`src/rtl/serial_tx_uart.sv`:
```
// Buffered UART transmitter: byte FIFO in front of an 8N1 serializer (8E1 when
// SERIAL_TX_UART_PARITY_EN is defined). Ports are identical in both builds.
module serial_tx_uart #(
  parameter int BAUD_DIV   = 434,
  parameter int FIFO_DEPTH = 16
) (
  input  logic                          clock,
  input  logic                          reset,
  input  logic [7:0]                    serial_data_in,
  input  logic                          serial_wren_in,
  output logic                          serial_ready_out,
  output logic                          tx_out,
  output logic                          busy_out,
  output logic [$clog2(FIFO_DEPTH):0]   fifo_count_out
);

  localparam int PTR_W = $clog2(FIFO_DEPTH);
  localparam int CNT_W = PTR_W + 1;
  localparam logic [CNT_W-1:0] FULL_CNT  = CNT_W'(FIFO_DEPTH);
  localparam logic [15:0]      BAUD_LAST = 16'(BAUD_DIV - 1);

  typedef enum logic [2:0] {IDLE, START, DATA, PARITY, STOP} state_t;

  // Handshake: a byte is taken on any edge where serial_wren_in and
  // serial_ready_out are both high; ready depends only on count and reset.
  logic [7:0]       mem [FIFO_DEPTH];
  logic [PTR_W-1:0] wr_ptr, rd_ptr;
  logic [CNT_W-1:0] count;
  state_t           state, state_d;
  logic [15:0]      baud_cnt, baud_d;
  logic [2:0]       bit_idx, bit_d;
  logic [7:0]       shift_reg, shift_d;
  logic             tx_q, tx_d;
  logic             push, pop;

  assign serial_ready_out = reset && (count != FULL_CNT);
  assign push             = serial_wren_in && serial_ready_out;
  assign pop              = (state == IDLE) && (count != '0);
  assign busy_out         = (state != IDLE) || (count != '0);
  assign fifo_count_out   = count;
  assign tx_out           = tx_q;

  always_comb begin
    state_d = state;
    baud_d  = baud_cnt;
    bit_d   = bit_idx;
    shift_d = shift_reg;
    if (state == IDLE) begin
      if (pop) begin
        state_d = START;
        baud_d  = '0;
        shift_d = mem[rd_ptr];
      end
    end else if (baud_cnt == BAUD_LAST) begin
      baud_d = '0;
      case (state)
        START: begin
          state_d = DATA;
          bit_d   = '0;
        end
        DATA: begin
          if (bit_idx == 3'd7) begin
`ifdef SERIAL_TX_UART_PARITY_EN
            state_d = PARITY;
`else
            state_d = STOP;
`endif
          end else begin
            bit_d = bit_idx + 3'd1;
          end
        end
        PARITY:  state_d = STOP;
        default: state_d = IDLE;
      endcase
    end else begin
      baud_d = baud_cnt + 16'd1;
    end

    // Line level is decided from the next state so tx_out comes straight from a flop.
    case (state_d)
      START:   tx_d = 1'b0;
      DATA:    tx_d = shift_d[bit_d];
      PARITY:  tx_d = ^shift_d;
      default: tx_d = 1'b1;
    endcase
  end

  always_ff @(posedge clock) begin
    if (!reset) begin
      state     <= IDLE;
      baud_cnt  <= '0;
      bit_idx   <= '0;
      shift_reg <= '0;
      tx_q      <= 1'b1;
      wr_ptr    <= '0;
      rd_ptr    <= '0;
      count     <= '0;
    end else begin
      state     <= state_d;
      baud_cnt  <= baud_d;
      bit_idx   <= bit_d;
      shift_reg <= shift_d;
      tx_q      <= tx_d;
      if (push) wr_ptr <= wr_ptr + PTR_W'(1);
      if (pop)  rd_ptr <= rd_ptr + PTR_W'(1);
      if (push && !pop)      count <= count + CNT_W'(1);
      else if (!push && pop) count <= count - CNT_W'(1);
    end
  end

  always_ff @(posedge clock) begin
    if (push) mem[wr_ptr] <= serial_data_in;
  end

endmodule

```
`config.mk`:
```
export PLATFORM = sky130hd
export DESIGN_NAME = serial_tx_uart
export DESIGN_NICKNAME = d
export VERILOG_FILES = /design/src/rtl/serial_tx_uart.sv
export SDC_FILE = /design/constraint.sdc
export NUM_CORES = 1
export LEC_CHECK = 0
export ABC_AREA = 0
export BUFFER_PORTS_ARGS = -buffer_cell sky130_fd_sc_hd__buf_2
export CORE_MARGIN = 3
export CORE_UTILIZATION = 65
export DETAILED_ROUTE_END_ITERATION = 8
export PLACE_DENSITY_LB_ADDON = 0.25
export SETUP_SLACK_MARGIN = 0.02
export SYNTH_ARGS = -nofsm -noshare
export SYNTH_HDL_FRONTEND = slang
export SYNTH_SLANG_ARGS = --single-unit
export TNS_END_PERCENT = 5
```
`constraint.sdc`:
```
create_clock -name clock -period 5.2 [get_ports clock]
set_input_delay 1.04 -clock clock [delete_from_list [all_inputs] [get_ports clock]]
set_output_delay 1.04 -clock clock [all_outputs]
set_load 0.01 [all_outputs]
```
# ---- Word level (Yosys, flattened, before mapping)
# Memories as Yosys holds them, arrays and structs flattened. A register that Yosys moved wholly into a read port is not among the register bits.
# Index checks and enable logic that the tools add are counted.
dict set report classes {
  bitwise 0
  n_reduce_logical 13
  div 0
  n_eq_ne 10
  add_sub_neg 6
  n_shift 0
  mux 23
  n_lt_le_gt_ge 1
  n_mul 0
}
# cell count
set op_table {}
lappend op_table {{2-to-1 mux 16 bit} 3}
lappend op_table {{2-to-1 mux 3 bit} 7}
lappend op_table {{adder 16 x 1 -> 16 bit, second input constant} 1}
lappend op_table {{== test 16 x 9 -> 1 bit, second input constant} 1}
lappend op_table {{2-to-1 mux 8 bit} 2}
lappend op_table {{== test 3 x 2 -> 1 bit, second input constant} 4}
lappend op_table {{2-to-1 mux 5 bit} 2}
lappend op_table {{case mux 3 bit (3 select lines)} 1}
lappend op_table {{adder 4 x 1 -> 4 bit, second input constant} 2}
lappend op_table {{2-to-1 mux 4 bit} 2}
lappend op_table {{XOR reduction 8 bit} 1}
lappend op_table {{== test 3 x 1 -> 1 bit, second input constant} 2}
lappend op_table {{case mux 3 bit (2 select lines)} 1}
lappend op_table {{adder 5 x 1 -> 5 bit, second input constant} 1}
lappend op_table {{logical AND 1 bit} 5}
lappend op_table {{inequality test 5 bit, second input constant} 1}
lappend op_table {{nonzero test 5 bit} 1}
lappend op_table {{subtractor 5 x 1 -> 5 bit, second input constant} 1}
lappend op_table {{less-than comparator 3 x 4 -> 1 bit, second input constant} 1}
lappend op_table {{adder 3 x 1 -> 3 bit, second input constant} 1}
lappend op_table {{binary-select mux 1 bit (select 3 bit)} 1}
lappend op_table {{== test 3 bit, second input constant} 1}
lappend op_table {{logical NOT 3 bit} 1}
lappend op_table {{2-to-1 mux 1 bit} 3}
lappend op_table {{other kinds (6)} 7}
dict set report word_totals {
  wordCells 62
  input_bits 11
  latch_bits 0
  rom_bits 0
  reg_bits 44
  memories 1
  ramBits 128
}
# name depth width read_ports rd_ports_with_merged_regs write_ports line
set mem_list {}
lappend mem_list {mem 16 8 1 1 1 26} ;# logic [7:0] mem [FIFO_DEPTH];

# ---- Depth between registers and ports, before layout
dict set report logic_depth {
  word_depth 8
  mapped_depth 14
  mapped_depth_nobuf 13
}

# ---- Worst setup path after synthesis
# No wires, ideal clock.
dict set report synth_timing {
  path_type {input to register}
  from {in reset}
  to {reg count[4], in the netlist fifo_count_out[4]}
  setup_time_ns 0.070
  path_stages 12
  arrival_ns 3.317
  slack_ns 1.812
  path_cell_list {clkinv_1 -> nor2_1 -> and2_1 -> clkbuf_1 -> ha_1 -> inv_1 -> fa_1 -> a21o_1 -> a21oi_1 -> xnor2_1 -> or3_1 -> a21oi_1}
}
dict set report synth_via {
  elab_chain_len 5
  word_cells_on_any_way 7
  classes_between {1 x mux; 6 x reduce/logical}
}
# item line
set synth_rtl {}
lappend synth_rtl {{start, declared} 8} ;# input logic reset,
lappend synth_rtl {{logical AND 1 bit *} 36} ;# assign serial_ready_out = reset && (count != FULL_CNT);
lappend synth_rtl {{named net serial_ready_out} 11} ;# output logic serial_ready_out,
lappend synth_rtl {{logical AND 1 bit *} 37} ;# assign push = serial_wren_in && serial_ready_out;
lappend synth_rtl {{named net push} 34} ;# logic push, pop;
lappend synth_rtl {{logical NOT 1 bit} 107} ;# else if (!push && pop) count <= count - CNT_W'(1);
lappend synth_rtl {{logical AND 1 bit} 107}
lappend synth_rtl {{nonzero test 2 bit (no source line)} n/a}
lappend synth_rtl {{end signal, assigned} 106} ;# if (push && !pop) count <= count + CNT_W'(1);
lappend synth_rtl {{end signal, assigned} 107}
lappend synth_rtl {{end, declared} 28} ;# logic [CNT_W-1:0] count;
# Mark *: on every way through the listed nets, which the timed path passes. The rest lies on a longest branch.
# A chain may end at the register's enable or synchronous reset.

# ---- Worst setup path in the final report
dict set report layout_timing {
  from {reg count[0], in the netlist fifo_count_out[0]}
  to {out busy_out}
}
dict set report layout_via {
  elab_chain_len 2
}
# item line
set layout_rtl {}
lappend layout_rtl {{nonzero test 5 bit} 39} ;# assign busy_out = (state != IDLE) || (count != '0);
lappend layout_rtl {{logical OR 1 bit} 39}
lappend layout_rtl {{end, declared} 13} ;# output logic busy_out,
# No other way between the ends.

==> metrics.md <==
| Metric | Value |
|---|---|
| Placed insts | `between 600 and 700` |
| Depth of the worst register-to-register path | `12` |
| Cell row count | `38` |
| Fraction of post-synthesis cell area in the top cell type by area | `51.80%` |
| Post-route DRC | `0` |
| Wire length of the first global-routing pass | `23030 µm` |
| Area growth syn-to-layout | `10.17%` |
| Total inserted antenna cells | `0` |
| Slowest-stage cell, CP | `sky130_fd_sc_hd__nor3_1` |
| Clock latency reported for the late side of the worst-skew pair | `around 430 ps` |
| Register Area | `approximately 4800 µm²` |
| Via count | `4360` |
| GPL Wtd Cong | `just under 0.9` |
| Number of nets in the synthesized netlist | `~540` |
| Distinct cells, synth | `53` |
| Multiplexer area fraction after synthesis | `11.47%` |
| Initial antenna violation count | `0` |
| CP Capture Type | `output pin` |
| Fraction of the mapped netlist area in compound gates | `approximately 7.9%` |
| Peak supply drop | `0.4137 mV` |
| Fill count | `about 660` |
| Core area | `between 10000 and 15000 µm²` |
| Number of port buffers | `18` |
| Number of hold buffers added after CTS | `0` |
| Number of global-route vias before repair | `4392` |
| Top cell type by total area after synthesis | `sky130_fd_sc_hd__edfxtp_1` |
| Reg clk slew, reported paths | `around 60 ps` |
| Tcrit/Tclk final | `between 60% and 70%` |
| Layout cells sized above 1 | `between 10% and 20%` |
| Final wirelength | `between 10000 and 15000 µm` |
| Final number of max-transition violations | `0` |
| Mean instance size in the synthesized netlist | `14.30 µm²` |
| Critical path's largest stage delay | `between 600 and 700 ps` |
| Number of H-tree levels | `4` |
| Normalized max-slew margin | `a little under two fifths` |
| Number of cells traversed by the worst hold path | `2` |
| Combined buffer and inverter count along the critical path | `2` |
| Layout Cells excl Fill | `just under 700` |
| Required time at the endpoint of the critical path | `~4200 ps` |
| Type of the setup path with the least slack | `flop to output pin` |
| Main combinational cell family by area after synthesis | `multiplexers` |
| Residual antenna-violating net count after detailed routing | `0` |
| Post-DR wirelength/cell | `around 21 µm` |
| Die Area | `12730 µm²` |
| Buffers inserted by post-CTS timing repair | `0` |
| Multi-input combinational cell area | `approximately 2400 µm²` |
| Via count normalized by instance count | `around 6.3` |
| Most used DFF post-synth | `sky130_fd_sc_hd__edfxtp_1` |
| Pin count of the biggest net entering global routing | `between 40 and 50` |
| Share of synthesized cell area in and, or, nand and nor gates | `under 10%` |
| Synth area leaders | `sky130_fd_sc_hd__edfxtp_1 (52%), sky130_fd_sc_hd__dfxtp_1 (13%), sky130_fd_sc_hd__mux4_2 (9.7%), sky130_fd_sc_hd__nor2_1 (2.8%), sky130_fd_sc_hd__ha_1 (2.0%)` |
| Register area share after synthesis | `64.76%` |
| Cell breakdown of the critical path | `or4_4, nor3_1, inv_1, buf_2` |
| Violation count after the first detailed-route iteration | `362` |
| Number of instances in the synthesized netlist | `between 500 and 600` |
| Longest Clk Path Bufs | `2` |
| Final setup violation count | `0` |
| Signal arrival time at the worst endpoint | `2590 ps` |
| Total routing usage reported by global routing | `between 20% and 30%` |
| Overall die height | `roughly 110 µm` |
| Number of enable-type register cells in the synthesized netlist | `between 100 and 150` |
| Highest-count cells in the layout ignoring fill and taps | `sky130_fd_sc_hd__edfxtp_1 (128), sky130_fd_sc_hd__nor2_1 (56), sky130_fd_sc_hd__dfxtp_1 (47)` |
| Effective utilization at floorplan | `between 60% and 70%` |
| Max-Cap Viols | `0` |
| Startpoint types | `flop` |
| First drt pass iteration count | `5` |
| Chip width | `approximately 110 µm` |
| Result of the run | `finished clean` |
| Xor and xnor fraction of the mapped netlist area | `under 10%` |
| Slew at the pin with the worst max-slew slack | `approximately 940 ps` |
| Yosys warning count | `0` |
| Setup repair after global routing missed its margin | `false` |
| Clock buffers created by TritonCTS | `17` |
| Shortest clock period the worst path allows after layout | `about 3600 ps` |
| Nets@finish | `roughly 560` |
| Most common cell after layout, fill and taps aside | `sky130_fd_sc_hd__edfxtp_1` |
| Count of endpoints failing hold in the final timing report | `0` |
| Mapped cell area | `7420 µm²` |
| Area share of fa/ha/maj cells after synthesis | `under 10%` |
| Post-synthesis async set-or-reset flop share | `0%` |
| Flip-flop count of the largest register after layout | `between 100 and 150` |
| Leak pwr | `2.758 nW` |
| Num Clock Sinks | `about 180` |
| Worst Skew | `approximately 7 ps` |
| Instance count on the critical path | `4` |
| CTS tree | `yes` |
| Type of the most critical hold path | `flop to flop` |
| Maximum net fanout on the critical path | `11` |
| Hold slack final | `a little under 500 ps` |
| Clock root cell | `sky130_fd_sc_hd__clkbuf_16` |
| Crit path max-delay family | `simple AND/OR/NAND/NOR gates` |
| Total power consumption of the routed design | `slightly below 4 mW` |
| Overflow left after global routing | `0` |
| Sum of negative setup slack | `0 ps` |
| Post-cts resize count | `0` |
| Post-detailed-placement half-perimeter wirelength | `~9000 µm` |
| FF+latch count, synth | `around 180` |
| Peak Freq | `around 0.28 GHz` |
| PD cells | `~480 nW/µm²` |
| Ports | `19` |
-- layer usage --
layer	up-vias	track usage, %	part of all wire, %
li1	2004	-	-
met1	2152	31.54	40
met2	175	40.01	51
met4	0	8.734	1.9
met3	29	5.989	6.9
met5	-	0	0
-- per-stage QoR --
step / area, µm² / utilization (%) / setup WS, ps
2_1_floorplan: 7420 / - / 1812
3_3_place_gp: 7595 / 69.15 / 1784
3_5_place_dp: 7595 / 69.15 / 1744
4_1_cts: 8174 / 74.42 / 1550
5_1_grt: 8174 / 74.42 / 1336
6_report: 8174 / 74.42 / 1570
-- cells by family after synthesis --
family / after synthesis
adder cells (fa/ha/maj): 13
multiplexers: 45
buffers and inverters: 39
flip-flops: 176
AND/OR/NAND/NOR: 140
AO/OA/AOI/OAI: 90
XOR/XNOR: 16
-- worst paths after layout --
| check | to | slack (ps) | startpoint |
|---|---|---|---|
| setup / recovery | busy_out | 1570 | fifo_count_out[0]$_SDFFE_PN0P_ |
| hold / removal | shift_reg[4]$_SDFF_PN0_ | 500 | shift_reg[4]$_SDFF_PN0_ |
| setup reg to reg | fifo_count_out[4]$_SDFFE_PN0P_ | 1990 | fifo_count_out[0]$_SDFFE_PN0P_ |
| hold reg to reg | shift_reg[4]$_SDFF_PN0_ | 500 | shift_reg[4]$_SDFF_PN0_ |
-- power breakdown --
part | switching [mW] | total (mW) | internal [mW]
clock | 0.496 | 1.24 | 0.749
combinational | 0.569 | 1.04 | 0.474
sequential | 0.0787 | 1.66 | 1.58
-- worst reg2reg max path, stage by stage (launching register included) --
cell	delay, ps
sky130_fd_sc_hd__dfxtp_1	360
sky130_fd_sc_hd__or4_4	580
sky130_fd_sc_hd__nor2_2	110
sky130_fd_sc_hd__nor2_2	50
sky130_fd_sc_hd__inv_2	360
sky130_fd_sc_hd__ha_1	290
sky130_fd_sc_hd__inv_1	110
sky130_fd_sc_hd__fa_1	420
sky130_fd_sc_hd__a21o_1	170
sky130_fd_sc_hd__a21oi_1	170
sky130_fd_sc_hd__xnor2_1	90
sky130_fd_sc_hd__or3_1	300
sky130_fd_sc_hd__a21oi_1	140
-- cell type report --
class | instances | share of cell area, %
Clock buffer | 20 | 5.342
Clock inverter | 12 | 1.745
Inverter | 11 | 0.5051
Multi-Input combinational cell | 304 | 29.73
Sequential cell | 176 | 58.79
Tap cell | 140 | 2.143
Timing Repair Buffer | 25 | 1.745
-- synth_stat cells (8+ instances only) --
library cell,n
sky130_fd_sc_hd__mux2i_1,13
sky130_fd_sc_hd__mux4_2,32
sky130_fd_sc_hd__dfxtp_1,48
sky130_fd_sc_hd__xnor2_1,10
sky130_fd_sc_hd__edfxtp_1,128
sky130_fd_sc_hd__nand2_1,30
sky130_fd_sc_hd__a21oi_2,8
sky130_fd_sc_hd__ha_1,12
sky130_fd_sc_hd__nor2_1,56
sky130_fd_sc_hd__a211oi_1,8
sky130_fd_sc_hd__o21ai_0,16
sky130_fd_sc_hd__inv_1,9
sky130_fd_sc_hd__a21oi_1,28
sky130_fd_sc_hd__clkbuf_1,15
sky130_fd_sc_hd__o22ai_1,8
(Power assumes the default switching activity.)
